===== config.mk =====
export PLATFORM = sky130hd
export DESIGN_NAME = puf_auth_controller
export DESIGN_NICKNAME = d
export VERILOG_FILES = /design/src/rtl/puf_pkg.sv /design/src/rtl/puf_popcount8.sv /design/src/rtl/puf_auth_controller.sv
export SDC_FILE = /design/constraint.sdc
export NUM_CORES = 1
export LEC_CHECK = 0
export BUFFER_PORTS_ARGS = -buffer_cell sky130_fd_sc_hd__buf_2
export CORE_MARGIN = 3
export CORE_UTILIZATION = 65
export DETAILED_ROUTE_END_ITERATION = 6
export PLACE_DENSITY = 0.89
export SLEW_MARGIN = 40
export SYNTH_ARGS = -nofsm -noshare
export SYNTH_HDL_FRONTEND = slang
export SYNTH_SLANG_ARGS = --single-unit

===== constraint.sdc =====
create_clock -name clk -period 9.5 [get_ports clk]
set_clock_uncertainty 0.2 [all_clocks]
set_input_delay 1.425 -clock clk [delete_from_list [all_inputs] [get_ports clk]]
set_output_delay 1.425 -clock clk [all_outputs]
set_load 0.01 [all_outputs]

===== src/rtl/puf_pkg.sv =====
// Shared types and constants for the PUF authentication controller.
package puf_pkg;

    localparam int RESP_W  = 8;
    localparam int CHALL_W = 8;

    localparam logic MODE_ENROLL = 1'b0;
    localparam logic MODE_VERIFY = 1'b1;

    typedef enum logic [2:0] {
        IDLE,
        APPLY,
        RUN,
        CAPTURE,
        FINISH
    } state_t;

endpackage


===== src/rtl/puf_popcount8.sv =====
// Combinational population count of an 8-bit word.
module puf_popcount8 (
    input  logic [7:0] data,
    output logic [3:0] count
);

    always_comb begin
        count = '0;
        for (int i = 0; i < 8; i++) begin
            count = count + {3'b000, data[i]};
        end
    end

endmodule


===== src/rtl/puf_auth_controller.sv =====
// Host-side PUF challenge/response driver: enrolls a golden table or scores a
// fresh run against it by Hamming distance. Optional timeout: PUF_AUTH_TIMEOUT_EN.
module puf_auth_controller
    import puf_pkg::*;
#(
    parameter int               NUM_CHALL  = 16,
    parameter logic [7:0]       CHALL_SEED = 8'hA5,
    parameter int               HD_THRESH  = 12,
    parameter int               TIMEOUT    = 4096,
    localparam int              HD_W       = $clog2(NUM_CHALL*8+1)
) (
    input  logic                clk,
    input  logic                rst,
    input  logic                start,
    input  logic                mode,
    output logic                busy,
    output logic                done,
    output logic                pass,
    output logic                err,
    output logic [HD_W-1:0]     hd_total,
    output logic                enrolled,
    output logic                puf_en,
    output logic                puf_rst,
    output logic [CHALL_W-1:0]  puf_chall,
    input  logic [RESP_W-1:0]   puf_response,
    input  logic                puf_ready
);

    localparam int              IDX_W    = (NUM_CHALL > 1) ? $clog2(NUM_CHALL) : 1;
    localparam logic [IDX_W-1:0] LAST_IDX = IDX_W'(NUM_CHALL - 1);
    localparam logic [HD_W-1:0] HD_MAX   = {HD_W{1'b1}};
    localparam logic [31:0]     THRESH_U = 32'(HD_THRESH);

    state_t             state, state_n;
    logic [IDX_W-1:0]   idx;
    logic               mode_q;
    logic               run_first;
    logic               set_err;
    logic [RESP_W-1:0]  golden [NUM_CHALL];
    logic [3:0]         pc_count;
    logic [HD_W:0]      hd_sum;
    logic [HD_W-1:0]    hd_next;

`ifdef PUF_AUTH_TIMEOUT_EN
    localparam int      TO_W = $clog2(TIMEOUT + 1);
    logic [TO_W-1:0]    to_cnt;
`else
    // TIMEOUT only shapes logic when the timeout counter is built.
    logic               unused_timeout;
    assign unused_timeout = (TIMEOUT != 0);
`endif

    assign puf_chall = CHALL_SEED + CHALL_W'(idx);

    puf_popcount8 u_popcount (
        .data  (puf_response ^ golden[idx]),
        .count (pc_count)
    );

    always_comb begin
        hd_sum  = {1'b0, hd_total} + (HD_W+1)'(pc_count);
        hd_next = (hd_sum > {1'b0, HD_MAX}) ? HD_MAX : hd_sum[HD_W-1:0];
    end

    always_comb begin
        state_n = state;
        set_err = 1'b0;
        busy    = 1'b0;
        done    = 1'b0;
        puf_en  = 1'b0;
        puf_rst = 1'b0;
        case (state)
            IDLE: begin
                puf_rst = 1'b1;
                if (start) begin
                    if (mode == MODE_VERIFY && !enrolled) begin
                        state_n = FINISH;
                        set_err = 1'b1;
                    end else begin
                        state_n = APPLY;
                    end
                end
            end
            APPLY: begin
                busy    = 1'b1;
                puf_rst = 1'b1;
                state_n = RUN;
            end
            RUN: begin
                busy   = 1'b1;
                puf_en = 1'b1;
                // A ready seen in the first RUN cycle is left over from the previous challenge.
                if (!run_first && puf_ready) begin
                    state_n = CAPTURE;
                end
`ifdef PUF_AUTH_TIMEOUT_EN
                else if (to_cnt == TO_W'(TIMEOUT - 1)) begin
                    state_n = FINISH;
                    set_err = 1'b1;
                end
`endif
            end
            CAPTURE: begin
                busy    = 1'b1;
                state_n = (idx == LAST_IDX) ? FINISH : APPLY;
            end
            FINISH: begin
                done    = 1'b1;
                puf_rst = 1'b1;
                state_n = IDLE;
            end
            default: state_n = IDLE;
        endcase
    end

    always_ff @(posedge clk) begin
        if (rst) begin
            state     <= IDLE;
            idx       <= '0;
            mode_q    <= MODE_ENROLL;
            run_first <= 1'b0;
            err       <= 1'b0;
            pass      <= 1'b0;
            hd_total  <= '0;
            enrolled  <= 1'b0;
            for (int i = 0; i < NUM_CHALL; i++) begin
                golden[i] <= '0;
            end
`ifdef PUF_AUTH_TIMEOUT_EN
            to_cnt    <= '0;
`endif
        end else begin
            state <= state_n;
            case (state)
                IDLE: begin
                    if (start) begin
                        mode_q   <= mode;
                        idx      <= '0;
                        err      <= 1'b0;
                        pass     <= 1'b0;
                        hd_total <= '0;
                    end
                end
                APPLY: begin
                    run_first <= 1'b1;
`ifdef PUF_AUTH_TIMEOUT_EN
                    to_cnt    <= '0;
`endif
                end
                RUN: begin
                    run_first <= 1'b0;
`ifdef PUF_AUTH_TIMEOUT_EN
                    to_cnt    <= to_cnt + TO_W'(1);
`endif
                end
                CAPTURE: begin
                    if (mode_q == MODE_ENROLL) begin
                        golden[idx] <= puf_response;
                    end else begin
                        hd_total <= hd_next;
                    end
                    if (idx != LAST_IDX) begin
                        idx <= idx + IDX_W'(1);
                    end
                end
                FINISH: begin
                    if (mode_q == MODE_ENROLL) begin
                        if (!err) begin
                            enrolled <= 1'b1;
                        end
                    end else begin
                        pass <= ({{(32-HD_W){1'b0}}, hd_total} <= THRESH_U) && !err;
                    end
                end
                default: ;
            endcase
            // Abort flag wins over the clear done on the start edge.
            if (set_err) begin
                err <= 1'b1;
            end
        end
    end

endmodule

==> flow_summary.toml, run 1 <==
[finish]
final_area_sq_mm = 0.00837
fin_nets = 619
final_cells = 743
areaGrowthSynthToFinish_pct = 11.2
n_antenna_cell = 0
layout-drive-gt1-share = 0.196
utilization = 0.756

[cts]
cts_setup_buffers = 0
cts_tree = "built"
htree_num_levels = 4
cts_hold_buf = 0
cts_resized = 0
clkSlewWorstSetupHoldPaths_ns = 0.06
cts_root_buf = "clkbuf_16"
clockBufferDepth = 2
cts.sinks = 152
cts_made_buffers = 17
clock_latency_ns = 0.42

[floorplan]
io_pins = 36
die_x_um = 114
core.rowCount = 38
die_h_um = 114
core_area_sq_mm = 0.0111
die_area_sq_mm = 0.0129
initial_utilization = 0.680

[yosys]
synth_common_cells = "128 x and2_1, 128 x edfxtp_1, 35 x nor2_1"
synthAdderAreaFrac = 0.0316
syn_area_sq_mm = 0.00753
yosys-top-cells-area = "edfxtp_1 51%, and2_1 11%, mux4_2 6.9%"
ys.flop_type = "edfxtp_1"
synth_warnings = 0
synthMuxAreaShare = 0.113
synth-async-reset-ratio = 0
synth-edff-count = 128
yosysSeqAreaShare = 0.574
synth-seq-cells = 152
synthSimpleGateAreaFrac = 0.187
synth_compound_area_frac = 0.0473
postSynthCellCount = 567
synth_cell_type_count = 45
synth_top_family_by_area = "simple AND/OR/NAND/NOR gates"
yosysTopAreaCell = "edfxtp_1"
synth_top_area_share = 0.510
synth_xor_area_frac = 0.0174
avgSynthCellArea_sq_um = 13.3

[place]
dp_cells = 711
dp_hpwl_um = 10800
portBuffers = 32
gp_congestion = 0.890
placed_cell_area_sq_mm = 0.00772

[global_routing]
track_usage = 0.280
grt_antenna_before_repair = 0
overflow = 0
grt_max_degree = 35
grt_pass1_vias = 4887
grt_pass1_wl_um = 26600

[setup_path]
crit_arrival_ns = 6.36
critPathBufInv = 3
critPathMaxStageDelay_ns = 0.60
path_class = "register to register"
worstSetupEndpointType = "register"
crit_fanout = 20
worstSetupStartpointType = "register"
cp_slowest_cell = "dfxtp_2"
critical_path_required_ns = 9.62
path_common_cell = "fa_1"
path_cells = "buf_4, mux4_2, mux2i_1, a21oi_1, xor2_1, ha_1, fa_1, inv_1, fa_1, fa_1, fa_1, inv_1, fa_1, a21o_1, nor4b_1, a21oi_1, o21ai_0, a21bo_2"
cp_top_family = "adder cells"

[routing]
routed-via-count = 4788
wire_per_inst_um = 23.0
firstDrtPassIters = 5
ant_nets = 0
via_per_inst = 6.44
drt_iter0_markers = 430
drc = 0
wirelength_um = 17100

[power]
power_mw = 1.74
p_leak_nw = 3.17
power.density_mw_per_mm2 = 208
ir_drop_mv = 0.165

[sta]
report.final.slew_viol_count = 0
rsz0062_at_grt = "false"
min_period_ns = 6.25
finalHoldViolations = 0
finalSetupTns_ns = 0
relSlewSlack = 0.498
setup_viol = 0
worst_slew_pin_slew_ns = 0.751
fmax_mhz = 160
period_share = 0.657

[hold_path]
hold_path_class = "register to register"

[run_status]
status = "completed"

[job]
maxCapViolCount = 0
[worst register-to-register path: stages (launching register included)]
cell and delay, ns:
dfxtp_2 0.60, buf_4 0.36, mux4_2 0.56, mux2i_1 0.15, a21oi_1 0.10, xor2_1 0.19
ha_1 0.33, fa_1 0.54, inv_1 0.06, fa_1 0.51, fa_1 0.50, fa_1 0.53
inv_1 0.07, fa_1 0.44, a21o_1 0.21, nor4b_1 0.28, a21oi_1 0.12, o21ai_0 0.15
a21bo_2 0.23
[flip-flops by register name (all words and copies together) (netlist names), named ones only]
name	flops
golden	128
hd_total	8
idx	4
run_first	1
pass	1
enrolled	1
state	3
mode_q	1
err	1
[power breakdown]
part	leakage [nW]	internal, mW	switching, mW
registers	1.52	0.745	0.0243
clock network	0.301	0.466	0.272
logic	1.35	0.0981	0.138
total	3.17	1.31	0.434
[placed cells by master, fill, tap and decap left out, types with 7 or more instances in the layout]
cell type	n
dfxtp_1	21
ha_1	11
nor3_1	7
or2_2	16
xnor2_1	10
nor2_1	35
inv_1	9
nor2b_1	11
mux4_1	9
nand3_1	7
clkbuf_16	17
a21oi_1	24
a211oi_1	11
nand2_1	20
edfxtp_1	128
and2_1	128
mux4_2	23
mux2i_1	10
buf_2	32
o21ai_0	10
[metrics by stage]
step                      worst slack, ns  hold WS [ns]
after global placement               3.06         0.264
after CTS                            2.95         0.285
after global routing                 2.88         0.316
final                                3.25         0.283
after floorplan                      3.88         0.243
after detailed placement             3.01         0.276
[cell families (layout without fill, tap and decap cells)]
kind of cell,count (synthesis),after routing
AO/OA/AOI/OAI,58,58
XOR/XNOR,15,15
adder cells (fa/ha/maj),16,16
buffers and inverters,41,76
flip-flops,152,152
multiplexers,42,42
other,2,3
AND/OR/NAND/NOR,241,241
[area by class of cell]
cell class                 count  area [sq um]
multi-input combinational    375          3000
inverter                       9          33.8
sequential                   152          4330
fill                         657          2700
clock buffer                  17           425
clock inverter                15           228
tap                          140           175
timing repair buffer          35           183
[path summary, 6_finish.rpt]
path	slack, ns	cells past startpoint	start	end
worst max-delay path	3.25	18	register	hd_total[7]
worst min-delay path	0.28	2	run_first	run_first
worst max register to register	3.25	18	register	hd_total[7]
worst min register to register	0.28	2	run_first	run_first
[metal layers]
layer,wire (um),up-vias,global-route usage
met5,0,-,0
met3,1400,57,0.0589
met4,675,0,0.139
met1,6490,2380,0.367
met2,8510,252,0.448
li1,-,2099,-
(Power assumes the default switching activity.)
==> run 2, diff against run 1 <==
--- a/config.mk
+++ b/config.mk
@@ -7,9 +7,9 @@
 export LEC_CHECK = 0
 export BUFFER_PORTS_ARGS = -buffer_cell sky130_fd_sc_hd__buf_2
 export CORE_MARGIN = 3
-export CORE_UTILIZATION = 65
+export CORE_UTILIZATION = 62
 export DETAILED_ROUTE_END_ITERATION = 6
-export PLACE_DENSITY = 0.89
+export PLACE_DENSITY = 0.85
 export SLEW_MARGIN = 40
 export SYNTH_ARGS = -nofsm -noshare
 export SYNTH_HDL_FRONTEND = slang
==> constraint.sdc (replaced) <==
create_clock -name clk -period 6.4 [get_ports clk]
set_clock_uncertainty 0.2 [all_clocks]
set_input_delay 0.96 -clock clk [delete_from_list [all_inputs] [get_ports clk]]
set_output_delay 0.96 -clock clk [all_outputs]
set_load 0.01 [all_outputs]
==> run 2 against run 1 <==
Critical path depth decreased by 1; final cell count increased by 1.3%; clock power increased by 35%; die area increased by 4.6%; wire length decreased by 2.6%; sequential share of layout area about the same; fmax increased by 2.6%; design area decreased by 0.16%; largest cell class unchanged.
==> flow_summary.toml, run 2 (synthesis results as in run 1) <==
[run_status]
status = "completed"

[finish]
layout-drive-gt1-share = 0.198
top_regs = "golden: 128 flops, hd_total: 8 flops, idx: 4 flops"
fill_cells = 742
n_antenna_cell = 0
largest_reg_flops = 128
largest-register = "golden"
areaGrowthSynthToFinish_pct = 11.0
fin_nets = 626
final_cell_mix = "128 x and2_1, 128 x edfxtp_1, 35 x nor2_1"
final_cells = 753
utilization = 0.717

[cts]
clkSlewWorstSetupHoldPaths_ns = 0.06
cts_made_buffers = 17
cts.sinks = 152
cts_root_buf = "clkbuf_16"
htree_num_levels = 4
cts_tree = "built"
clock_latency_ns = 0.42
cts_resized = 0
cts_setup_buffers = 0
cts_hold_buf = 0
clockBufferDepth = 2

[sta]
rsz0062_at_grt = "false"
min_period_ns = 6.09
fmax_mhz = 164
report.final.slew_viol_count = 0
setup_viol = 0
period_share = 0.951
worst_slew_pin_slew_ns = 0.741
finalSetupTns_ns = 0
relSlewSlack = 0.504
finalHoldViolations = 0

[setup_path]
critical_path_required_ns = 6.48
cp_top_family = "adder cells"
path_cells = "mux4_1, nor2b_1, a211oi_1, a21oi_1, xor2_1, ha_1, fa_1, inv_1, fa_1, fa_1, fa_1, inv_1, fa_1, a211oi_1, nor3_1, o21ai_0, a21oi_1"
critPathBufInv = 2
critPathMaxStageDelay_ns = 0.60
crit_arrival_ns = 6.17
path_common_cell = "fa_1"
path_class = "register to register"
worstSetupStartpointType = "register"
cp_slowest_cell = "mux4_1"
crit_fanout = 8
worstSetupEndpointType = "register"

[power]
p_leak_nw = 3.18
power.density_mw_per_mm2 = 297
ir_drop_mv = 0.207

[hold_path]
hold_path_class = "register to register"

[place]
portBuffers = 32
dp_hpwl_um = 11300
gp_congestion = 0.884
dp_cells = 721

[global_routing]
grt_antenna_before_repair = 1
busiest_layer = "met2"
grt_pass1_vias = 4552
grtUsageMet3 = 0.0699
overflow = 0
track_usage = 0.261
grt.met1_usage = 0.344
grt_max_degree = 35
use_met2 = 0.400
grt_pass1_wl_um = 25400

[routing]
via_per_inst = 6.26
wire_per_inst_um = 22.1
wirelength_um = 16600
ant_nets = 0
routed-via-count = 4711
drt_iter0_markers = 503
firstDrtPassIters = 5
drc = 0

[job]
maxCapViolCount = 0

[floorplan]
core_area_sq_mm = 0.0117
core.rowCount = 39
die_area_sq_mm = 0.0135
io_pins = 36
initial_utilization = 0.646
die_x_um = 116
die_h_um = 116
run 2: cell count changes in the layout (fill, tap and decap cells not counted), moves of 2 or more:
cell        delta
dfxtp_2        -3
inv_6          +6
dfxtp_1        +3
buf_4          +7
bufinv_16      -3
clkinvlp_4     -2
run 2: final timing paths:
kind,startpoint,end,slack (ns),cells past startpoint
hold / removal,run_first,run_first,0.27,2
setup / recovery,register,hd_total[3],0.31,17
setup reg to reg,register,hd_total[3],0.31,17
hold reg to reg,run_first,run_first,0.27,2
run 2: where the power goes:
part	internal [mW]	switching (mW)	total, mW	leakage, nW
clock	0.582	0.414	0.996	0.282
combinational	0.149	0.205	0.353	1.39
sequential	1.11	0.0311	1.14	1.52
run 2: cell type report:
class | instances | area, sq um | area share
multi-input combinational | 375 | 3000 | 0.358
timing repair buffer | 42 | 235 | 0.0281
clock inverter | 15 | 166 | 0.0199
sequential | 152 | 4320 | 0.517
inverter | 9 | 33.8 | 0.00404
tap | 143 | 179 | 0.0214
clock buffer | 17 | 425 | 0.0509
run 2: through the flow:
step                      setup slack (ns)  power (mW)  hold slack [ns]  area, sq um
after floorplan                      0.841        1.40            0.243         7540
after global placement               0.522        1.49            0.258         7770
after detailed placement             0.347        1.51            0.270         7770
after CTS                            0.335        2.49            0.280         8360
after global routing                0.0179        2.58            0.300         8360
final                                0.314        2.49            0.274         8360
run 2: tightest hold or removal path, stage by stage, from the launching register on:
cell and delay, ns:
dfxtp_1 0.32, nand2_1 0.05, a21oi_1 0.06
run 2: per-layer routing:
metal	part of all wire	vias up
li1	-	2104
met1	0.41	2342
met2	0.48	220
met3	0.078	43
met4	0.038	2
met5	0.00084	-
==> run 3, diff against run 2 <==
--- a/config.mk
+++ b/config.mk
@@ -7,9 +7,10 @@
 export LEC_CHECK = 0
 export BUFFER_PORTS_ARGS = -buffer_cell sky130_fd_sc_hd__buf_2
 export CORE_MARGIN = 3
-export CORE_UTILIZATION = 62
+export CORE_UTILIZATION = 50
 export DETAILED_ROUTE_END_ITERATION = 6
-export PLACE_DENSITY = 0.85
+export HOLD_SLACK_MARGIN = 0.05
+export PLACE_DENSITY = 0.72
 export SLEW_MARGIN = 40
 export SYNTH_ARGS = -nofsm -noshare
 export SYNTH_HDL_FRONTEND = slang
==> run 3 against run 2 <==
Non-clock buffer count fell by 1; register-to-register slack improved by 0.07 ns; fmax rose by 1.2%; critical path type unchanged; hold slack barely moved; die area rose by 23%; global-route usage fell by 4.6 points; power rose by 0.57%; final cell count rose by 5.3%; sequential power barely moved.
==> flow_summary.toml, run 3 (synthesis results as in run 1) <==
[cts]
cts_setup_buffers = 0
htree_num_levels = 4
clockBufferDepth = 2
cts.sinks = 152
clock_latency_ns = 0.42
clkSlewWorstSetupHoldPaths_ns = 0.06
cts_tree = "built"
cts_root_buf = "clkbuf_16"
cts_made_buffers = 17
cts_hold_buf = 0
cts_resized = 0

[power]
p_leak_nw = 3.19
power.density_mw_per_mm2 = 296
ir_drop_mv = 0.172

[routing]
wirelength_um = 16600
met2_length_um = 7780
wirelength_met1_um = 7360
dr_wl_met3_um = 1100
top_layer_used = "met4"
ant_nets = 0
drc = 0
wire_per_inst_um = 20.9
drt_iter0_markers = 613
firstDrtPassIters = 5
via_per_inst = 5.87
routed-via-count = 4651

[finish]
top_regs = "golden: 128 flops, hd_total: 8 flops, idx: 4 flops"
layout-drive-gt1-share = 0.189
fill_cells = 1169
utilization = 0.576
n_antenna_cell = 0
areaGrowthSynthToFinish_pct = 12.0
final_cell_mix = "128 x and2_1, 128 x edfxtp_1, 35 x nor2_1"
largest_reg_flops = 128
largest-register = "golden"
fin_nets = 625
multi_input_area_sq_mm = 0.00300
seq_area_sq_mm = 0.00432

[sta]
finalSetupTns_ns = 0
setup_viol = 0
relSlewSlack = 0.546
finalHoldViolations = 0
fmax_mhz = 166
period_share = 0.940
min_period_ns = 6.02
rsz0062_at_grt = "false"
worst_slew_pin_slew_ns = 0.681
report.final.slew_viol_count = 0

[setup_path]
reg2reg_to = "hd_total[7]"
worstSetupStartpointType = "register"
crit_arrival_ns = 6.13
critical_path_required_ns = 6.52
worstSetupEndpointType = "register"
crit_fanout = 6
reg2reg_depth = 18
path_class = "register to register"
ff2ff_setup_slack_ns = 0.38

[global_routing]
overflow = 0
grt_pass1_vias = 4601
grt_antenna_before_repair = 0
track_usage = 0.215
grt_pass1_wl_um = 26400
grt_max_degree = 35

[place]
portBuffers = 32
dp_hpwl_um = 11500
gp_congestion = 0.949

[floorplan]
die_x_um = 129
die_area_sq_mm = 0.0166
initial_utilization = 0.514
die_h_um = 129
core_area_sq_mm = 0.0146
io_pins = 36
core.rowCount = 44

[run_status]
status = "completed"

[hold_path]
hold_depth = 2
worstHoldStart = "run_first"
hold_end = "run_first"
hold_path_class = "register to register"

[job]
maxCapViolCount = 0
==> run 3: cell types whose count changed in the layout (fill, tap and decap cells not counted), moves of 2 or more <==
| cell | before | now |
|---|---|---|
| buf_4 | 10 | 7 |
| buf_12 | 0 | 2 |
| clkinv_4 | 3 | 0 |
| clkbuf_1 | 0 | 4 |
| clkbuf_8 | 0 | 3 |
| inv_6 | 6 | 0 |
==> run 3: critical path, cell delays in order, from the launching register on <==
cell and delay [ns]:
dfxtp_1 0.51, mux4_1 0.58, nor2b_1 0.14, a211oi_1 0.26, a21oi_1 0.09, xor2_1 0.16
ha_1 0.30, fa_1 0.58, inv_1 0.07, fa_1 0.51, fa_1 0.47, fa_1 0.50
inv_1 0.07, fa_1 0.44, a21o_1 0.21, nor4b_1 0.28, a21oi_1 0.13, o21ai_0 0.18
a21bo_2 0.23
==> run 3: power breakdown <==
group | internal (mW) | leakage, nW | switching [mW]
logic | 0.146 | 1.39 | 0.199
clock network | 0.642 | 0.284 | 0.380
registers | 1.11 | 1.52 | 0.0276
total | 1.89 | 3.19 | 0.606
==> run 3: per-stage QoR <==
stage | hold WS, ns | setup WS [ns] | cell area [sq um] | power, mW | instances
after floorplan | 0.243 | 0.841 | 7540 | 1.40 | 568
after global placement | 0.254 | 0.537 | 7840 | 1.49 | 761
after detailed placement | 0.265 | 0.453 | 7840 | 1.50 | 761
after CTS | 0.273 | 0.400 | 8440 | 2.51 | 793
after global routing | 0.287 | 0.0998 | 8440 | 2.61 | 793
final | 0.274 | 0.384 | 8440 | 2.50 | 793
==> run 3: area by class of cell <==
cell class | instances | area share
clock buffer | 24 | 0.0571
tap | 184 | 0.0273
inverter | 9 | 0.00400
multi-input combinational | 375 | 0.355
clock inverter | 8 | 0.0144
timing repair buffer | 41 | 0.0299
sequential | 152 | 0.512
==> run 3: per-layer routing <==
layer | GRT usage | vias to the layer above
met3 | 0.0457 | 22
met4 | 0.0803 | 0
li1 | - | 2110
met5 | 0 | -
met1 | 0.310 | 2353
met2 | 0.325 | 166
==> run 3: worst max path at each step <==
stage | cells after the start | endpoint | slack [ns]
finish | 18 | hd_total[7] | 0.38
global route | 17 | hd_total[3] | 0.1
CTS | 18 | hd_total[7] | 0.40
global placement | 18 | hd_total[7] | 0.54
detailed placement | 18 | hd_total[7] | 0.45
floorplan | 19 | hd_total[7] | 0.84
